### config.mk
export PLATFORM = sky130hd
export DESIGN_NAME = note_sequencer_flat
export DESIGN_NICKNAME = d
export VERILOG_FILES = /design/src/rtl/note_sequencer_pkg.sv /design/src/rtl/note_sequencer_if.sv /design/src/rtl/note_sequencer_decode.sv /design/src/rtl/note_sequencer.sv /design/src/flat_wrapper.sv
export SDC_FILE = /design/constraint.sdc
export NUM_CORES = 1
export LEC_CHECK = 0
export BUFFER_PORTS_ARGS = -buffer_cell sky130_fd_sc_hd__buf_2
export CORE_MARGIN = 2
export CORE_UTILIZATION = 62
export CTS_BUF_LIST = sky130_fd_sc_hd__clkbuf_8
export CTS_CLUSTER_DIAMETER = 200
export CTS_CLUSTER_SIZE = 25
export DETAILED_ROUTE_END_ITERATION = 12
export GPL_ROUTABILITY_DRIVEN = 0
export PLACE_DENSITY = 0.83
export SKIP_CTS_REPAIR_TIMING = 1
export SYNTH_ARGS = -nofsm -noshare
export SYNTH_HDL_FRONTEND = slang
export SYNTH_SLANG_ARGS = --single-unit
### constraint.sdc
create_clock -name clk -period 6.4 [get_ports clk]
set_input_delay 1.28 -clock clk [delete_from_list [all_inputs] [get_ports clk]]
set_output_delay 1.28 -clock clk [all_outputs]
set_load 0.1 [all_outputs]
### src/rtl/note_sequencer_pkg.sv
// Shared definitions for the pattern sequencer: byte codes, FSM states and
// the octave-7 phase increment table (48 kHz sample rate, 18-bit phase).
package sequencer_pkg;

    localparam logic [7:0] REST = 8'h00;
    localparam logic [7:0] HOLD = 8'hFF;
    localparam logic [7:0] END  = 8'hFE;
    localparam logic [7:0] LAST_NOTE = 8'h60;

    typedef enum logic [1:0] {
        ST_FETCH,
        ST_WAIT,
        ST_DECODE,
        ST_READY
    } seq_state_t;

    // Octave-7 increments; lower octaves are derived by right shifts.
    function automatic logic [17:0] base_phase(input logic [6:0] semitone);
        case (semitone)
            7'd0:    return 18'd11431;
            7'd1:    return 18'd12110;
            7'd2:    return 18'd12830;
            7'd3:    return 18'd13593;
            7'd4:    return 18'd14402;
            7'd5:    return 18'd15258;
            7'd6:    return 18'd16165;
            7'd7:    return 18'd17127;
            7'd8:    return 18'd18145;
            7'd9:    return 18'd19224;
            7'd10:   return 18'd20367;
            7'd11:   return 18'd21578;
            default: return 18'd0;
        endcase
    endfunction

endpackage

### src/rtl/note_sequencer_if.sv
// Pattern ROM bus plus the voice controls handed to the pulse channel.
interface note_sequencer_if #(
    parameter int PHASE_BITS = 18,
    parameter int ADDR_BITS  = 8
);
    logic [ADDR_BITS-1:0]  rom_addr;
    logic [7:0]            rom_data;
    logic                  song_clk;
    logic                  note_trigger;
    logic                  note_on;
    logic [PHASE_BITS-1:0] phase_inc;

    modport master (
        output rom_addr,
        input  rom_data,
        output song_clk,
        output note_trigger,
        output note_on,
        output phase_inc
    );

    modport slave (
        input  rom_addr,
        output rom_data,
        input  song_clk,
        input  note_trigger,
        input  note_on,
        input  phase_inc
    );
endinterface

### src/rtl/note_sequencer_decode.sv
// Combinational pattern-byte decoder: classifies the byte and, for notes,
// derives the oscillator increment from the octave-7 table.
module note_decode
    import sequencer_pkg::*;
#(
    parameter int PHASE_BITS = 18
) (
    input  logic [7:0]            code,
    output logic                  is_note,
    output logic                  is_rest,
    output logic                  is_end,
    output logic [PHASE_BITS-1:0] phase_inc
);

    logic [6:0] note_idx;
    logic [6:0] rem [4];
    logic [2:0] octave;
    logic [2:0] shift;

    assign note_idx = code[6:0] - 7'd1;
    assign rem[0]   = note_idx;

    // Restoring compare-subtract against 48, 24, 12 yields octave bits MSB first.
    generate
        for (genvar gi = 0; gi < 3; gi++) begin : g_oct
            localparam logic [6:0] STEP = 7'(12 << (2 - gi));
            assign octave[2-gi] = (rem[gi] >= STEP);
            assign rem[gi+1]    = octave[2-gi] ? (rem[gi] - STEP) : rem[gi];
        end
    endgenerate

    assign shift     = 3'd7 - octave;
    assign is_note   = (code != REST) && (code <= LAST_NOTE);
    assign is_rest   = (code == REST);
    assign is_end    = (code == END);
    assign phase_inc = PHASE_BITS'(base_phase(rem[3]) >> shift);

endmodule

### src/rtl/note_sequencer.sv
// Row sequencer: counts tick strobes into rows, prefetches one pattern byte
// per row and releases the decoded note exactly on the row tick.
module note_sequencer
    import sequencer_pkg::*;
#(
    parameter int PHASE_BITS    = 18,
    parameter int ADDR_BITS     = 8,
    parameter int TICKS_PER_ROW = 6
) (
    input  logic                clk,
    input  logic                rst,
    input  logic                tick_clk,
    note_sequencer_if.master    bus,
    output logic                underrun
);

    localparam logic [7:0] TCNT_LAST = 8'(TICKS_PER_ROW - 1);

    seq_state_t            state_reg;
    seq_state_t            state_next;
    logic [ADDR_BITS-1:0]  ptr_reg;
    logic [7:0]            tcnt_reg;
    logic [7:0]            byte_reg;
    logic                  pend_trig_reg;
    logic                  pend_note_reg;
    logic                  pend_rest_reg;
    logic [PHASE_BITS-1:0] pend_inc_reg;
    logic                  note_on_reg;
    logic [PHASE_BITS-1:0] phase_inc_reg;
    logic                  underrun_reg;

    logic                  row_tick;
    logic                  apply_row;
    logic                  starved;
    logic                  dec_is_note;
    logic                  dec_is_rest;
    logic                  dec_is_end;
    logic [PHASE_BITS-1:0] dec_inc;

    note_decode #(
        .PHASE_BITS (PHASE_BITS)
    ) u_decode (
        .code      (byte_reg),
        .is_note   (dec_is_note),
        .is_rest   (dec_is_rest),
        .is_end    (dec_is_end),
        .phase_inc (dec_inc)
    );

    assign row_tick = tick_clk && (tcnt_reg == 8'd0);
    assign starved  = row_tick && (state_reg != ST_READY);

    always_comb begin
        state_next = state_reg;
        apply_row  = 1'b0;
        case (state_reg)
            ST_FETCH:  state_next = ST_WAIT;
            ST_WAIT:   state_next = ST_DECODE;
            ST_DECODE: state_next = dec_is_end ? ST_FETCH : ST_READY;
            ST_READY: begin
                if (row_tick) begin
                    apply_row  = 1'b1;
                    state_next = ST_FETCH;
                end
            end
            default:   state_next = ST_FETCH;
        endcase
    end

    always_ff @(posedge clk) begin
        if (rst) begin
            state_reg     <= ST_FETCH;
            ptr_reg       <= '0;
            tcnt_reg      <= 8'd0;
            byte_reg      <= 8'd0;
            pend_trig_reg <= 1'b0;
            pend_note_reg <= 1'b0;
            pend_rest_reg <= 1'b0;
            pend_inc_reg  <= '0;
            note_on_reg   <= 1'b0;
            phase_inc_reg <= '0;
            underrun_reg  <= 1'b0;
        end else begin
            state_reg <= state_next;

            if (tick_clk) begin
                tcnt_reg <= (tcnt_reg == TCNT_LAST) ? 8'd0 : tcnt_reg + 8'd1;
            end

            if (state_reg == ST_WAIT) begin
                byte_reg <= bus.rom_data;
            end

            // End marker rewinds and refetches within the same row.
            if (state_reg == ST_DECODE) begin
                if (dec_is_end) begin
                    ptr_reg <= '0;
                end else begin
                    pend_trig_reg <= dec_is_note;
                    pend_note_reg <= dec_is_note;
                    pend_rest_reg <= dec_is_rest;
                    if (dec_is_note) begin
                        pend_inc_reg <= dec_inc;
                    end
                end
            end

            if (apply_row) begin
                ptr_reg <= ptr_reg + ADDR_BITS'(1);
                if (pend_note_reg) begin
                    note_on_reg   <= 1'b1;
                    phase_inc_reg <= pend_inc_reg;
                end else if (pend_rest_reg) begin
                    note_on_reg <= 1'b0;
                end
            end

            if (starved) begin
                underrun_reg <= 1'b1;
            end
        end
    end

    assign bus.rom_addr     = ptr_reg;
    assign bus.song_clk     = row_tick;
    assign bus.note_trigger = (state_reg == ST_READY) && pend_trig_reg;
    assign bus.note_on      = note_on_reg;
    assign bus.phase_inc    = phase_inc_reg;
    assign underrun         = underrun_reg;

endmodule

### src/flat_wrapper.sv
// flat-port wrapper written by rule: the top's interface ports become plain ports
module note_sequencer_flat import sequencer_pkg::*;
#(
    parameter int PHASE_BITS    = 18,
    parameter int ADDR_BITS     = 8,
    parameter int TICKS_PER_ROW = 6
)
  (clk, rst, tick_clk, underrun, bus_rom_addr, bus_rom_data, bus_song_clk, bus_note_trigger, bus_note_on, bus_phase_inc);
  note_sequencer_if #(.PHASE_BITS(PHASE_BITS), .ADDR_BITS(ADDR_BITS)) bus_i ();
  input  logic clk;
  input  logic rst;
  input  logic tick_clk;
  output logic underrun;
  output wire logic [$bits(bus_i.rom_addr)-1:0] bus_rom_addr;
  input wire logic [$bits(bus_i.rom_data)-1:0] bus_rom_data;
  output wire logic [$bits(bus_i.song_clk)-1:0] bus_song_clk;
  output wire logic [$bits(bus_i.note_trigger)-1:0] bus_note_trigger;
  output wire logic [$bits(bus_i.note_on)-1:0] bus_note_on;
  output wire logic [$bits(bus_i.phase_inc)-1:0] bus_phase_inc;
  assign bus_rom_addr = bus_i.rom_addr;
  assign bus_i.rom_data = bus_rom_data;
  assign bus_song_clk = bus_i.song_clk;
  assign bus_note_trigger = bus_i.note_trigger;
  assign bus_note_on = bus_i.note_on;
  assign bus_phase_inc = bus_i.phase_inc;
  note_sequencer #(.PHASE_BITS(PHASE_BITS), .ADDR_BITS(ADDR_BITS), .TICKS_PER_ROW(TICKS_PER_ROW)) u_core (.clk(clk), .rst(rst), .tick_clk(tick_clk), .bus(bus_i), .underrun(underrun));
endmodule
==> flow_metrics.env <==
export IMPL_yosys_warnings=0
export IMPL_start_util=0.6508
export IMPL_fill_cells=563
export IMPL_place_hpwl_um=8714
export IMPL_hold_end="u_core.bus.phase_inc[12]"
export IMPL_grt_pass1_vias=4186
export IMPL_synth_flop_cell="dfxtp_1"
export IMPL_r2r_cells=24
export IMPL_drive_gt1_frac=0.1609
export IMPL_endpoint_kind="flop"
export IMPL_required_ns=6.63
export IMPL_yosysSeqAreaShare=0.2687
export IMPL_drtPass1Iterations=6
export IMPL_path_max_fanout=12
export IMPL_period_minus_slack_ns=6.081
export IMPL_routed_wl_um=12620
export IMPL_dieHeight_um=88.92
export IMPL_ys_ff_latch=60
export IMPL_fin_ws_ns=0.3185
export IMPL_cts_made_buffers=9
export IMPL_drt_first_iter_violations=414
export IMPL_fin_skew_ns=0.009631
export IMPL_grt_overflow_total=0
export IMPL_relSlewSlack=0.3282
export IMPL_track_usage=0.3131
export IMPL_htreeDepth=3
export IMPL_worst_pin_slew_ns=0.9824
export IMPL_core_area_um2=6869
export IMPL_cts_tree="built"
export IMPL_port_buffers=37
export IMPL_avgSynthCellArea_um2=7.642
export IMPL_dpl_cell_area_um2=4656
export IMPL_drc=0
export IMPL_dieArea_um2=7906
export IMPL_min_path_cells=2
export IMPL_grt_first_pass_wirelength_um=19530
export IMPL_finalNetCount=630
export IMPL_power_density_nw_per_um2=384.1
export IMPL_antenna_found_initial=0
export IMPL_ant_nets=0
export IMPL_final_common_cell="nor2_1"
export IMPL_peakVddDrop_uv=278.5
export IMPL_final_cell_area_um2=4895
export IMPL_async_flop_share=0
export IMPL_synth_edf_count=0
export IMPL_multi_input_area_um2=3063
export IMPL_worstPathArrival_ns=6.31
export IMPL_ios=41
export IMPL_diodes=0
export IMPL_layout_common_cells="nor2_1, nand2_1, dfxtp_1"
export IMPL_routedWlPerCell_um=17.90
export IMPL_ys_types=89
export IMPL_min_from="u_core.pend_inc_reg[12]"
export IMPL_slew_viol_final=0
export IMPL_cap_violations=0
export IMPL_num_rows=30
export IMPL_area_growth_pct=9.488
export IMPL_die_w_um=88.92
export IMPL_r2r_start="u_core.byte_reg[1]"
export IMPL_hold_viol_final=0
export IMPL_seq_area_um2=1201
export IMPL_setup_tns_ns=0
export IMPL_hold_class="flop to flop"
export IMPL_dp_slack_ns=0.3764
export IMPL_path_class="flop to flop"
export IMPL_fmax_ghz=0.1644
export IMPL_worstSkewPairLatency_ns=0.34
export IMPL_period_share=0.9502
export IMPL_status="completed"
export IMPL_finalSetupViolCount=0
export IMPL_cts_root_buf="clkbuf_8"
export IMPL_cts_buffer_depth=2
export IMPL_syn_area_um2=4471
export IMPL_vias_per_cell=6.745
export IMPL_startpoint_type="flop"
export IMPL_rsz0062_at_grt="false"
export IMPL_fin_util=0.7126
export IMPL_r2r_slack_ns=0.32
export IMPL_grt_max_degree=51
export IMPL_path_clk_slew_ns=0.07
export IMPL_reg2reg_to="u_core.pend_inc_reg[9]"
export IMPL_vias=4755
export IMPL_p_leak_uw=0.001949
export IMPL_cts_sinks=60
export IMPL_netlist_instances=585
## synthesized netlist by cell type (7+ instances only)
| cell type | number | area [um^2] |
|---|---|---|
| o22ai_1 | 7 | 43.79 |
| clkbuf_1 | 30 | 112.6 |
| nand2b_1 | 10 | 62.56 |
| nand4_1 | 8 | 50.05 |
| nand3b_1 | 8 | 60.06 |
| dfxtp_1 | 60 | 1201 |
| a21oi_1 | 47 | 235.2 |
| nand3_1 | 21 | 105.1 |
| nor2_1 | 73 | 274.0 |
| nor3_1 | 12 | 60.06 |
| o211ai_1 | 13 | 97.59 |
| nand2_1 | 66 | 247.7 |
| a211oi_1 | 7 | 52.55 |
| and3_1 | 10 | 62.56 |
| ha_1 | 15 | 187.7 |
| o21ai_0 | 24 | 120.1 |
| mux2i_1 | 16 | 160.2 |
| inv_1 | 10 | 37.54 |
## worst max path at each step
| stage | startpoint | endpoint | slack, ns |
|---|---|---|---|
| finish | u_core.byte_reg[1] | u_core.pend_inc_reg[9] | 0.32 |
| global route | u_core.byte_reg[1] | u_core.pend_inc_reg[4] | 0.03 |
| CTS | u_core.byte_reg[1] | u_core.pend_inc_reg[9] | 0.34 |
| detailed placement | u_core.byte_reg[1] | u_core.pend_inc_reg[9] | 0.38 |
| global placement | u_core.byte_reg[1] | u_core.pend_inc_reg[8] | 0.72 |
| floorplan | tick_clk | u_core.bus.rom_addr[7] | 0.34 |
## worst max-delay path, cell delays in order, from the launching register on
cell	delay, ns
dfxtp_1	0.44
inv_1	0.18
ha_1	0.25
or3b_1	0.52
xnor2_2	0.20
ha_1	0.25
and2_1	0.20
a31o_2	0.22
and2_1	0.21
a2111oi_4	0.32
nor2_2	0.15
nor2_4	0.24
inv_2	0.10
ha_1	0.24
a21o_1	0.20
o41ai_1	0.33
mux2i_1	0.17
buf_4	0.20
nor4_4	0.25
buf_4	0.20
a2bb2oi_2	0.11
o211a_1	0.26
o32ai_1	0.24
o211ai_1	0.16
a311oi_1	0.32
## metrics by stage
step / power (uW) / cells / hold WS (ns)
after global routing: 1968 / 705 / 0.4700
final: 1880 / 705 / 0.4512
after detailed placement: 1456 / 686 / 0.4448
after CTS: 1801 / 702 / 0.4536
after floorplan: 1223 / 587 / 0.4249
after global placement: 1440 / 686 / 0.4419
## cell families (layout without fill, tap and decap cells)
group           Yosys count  after routing  synth area share
fa+ha+maj                15             15           0.04198
other cells               1              3         0.0008388
compound gates          179            179            0.2902
flops                    60             60            0.2687
mux                      21             21           0.04842
xor+xnor                 12             12           0.02519
simple gates            244            244            0.2734
buf+inv                  53             75           0.05122
## metal layers
layer	vias to the layer above	wire, um	track usage
li1	2195	-	-
met1	2188	5025	0.3926
met2	297	5848	0.5061
met3	75	1224	0.08126
met4	0	520	0.1419
met5	-	0	0
## power by group
| part | leakage, uW | total [uW] | internal, uW | switching, uW |
|---|---|---|---|---|
| logic | 0.00136 | 1120 | 396 | 728 |
| registers | 0.000486 | 411 | 390 | 21.3 |
| clock network | 0.0000983 | 344 | 189 | 155 |
| total | 0.00195 | 1880 | 976 | 904 |
## area by class of cell
class	instances	share of cell area
Multi-Input combinational cell	474	0.6258
Sequential cell	60	0.2454
Timing Repair Buffer	48	0.05470
Clock buffer	10	0.02812
Tap cell	96	0.02454
Clock inverter	6	0.01304
Inverter	11	0.008436
No activity file was read; power rests on OpenSTA's default activity.
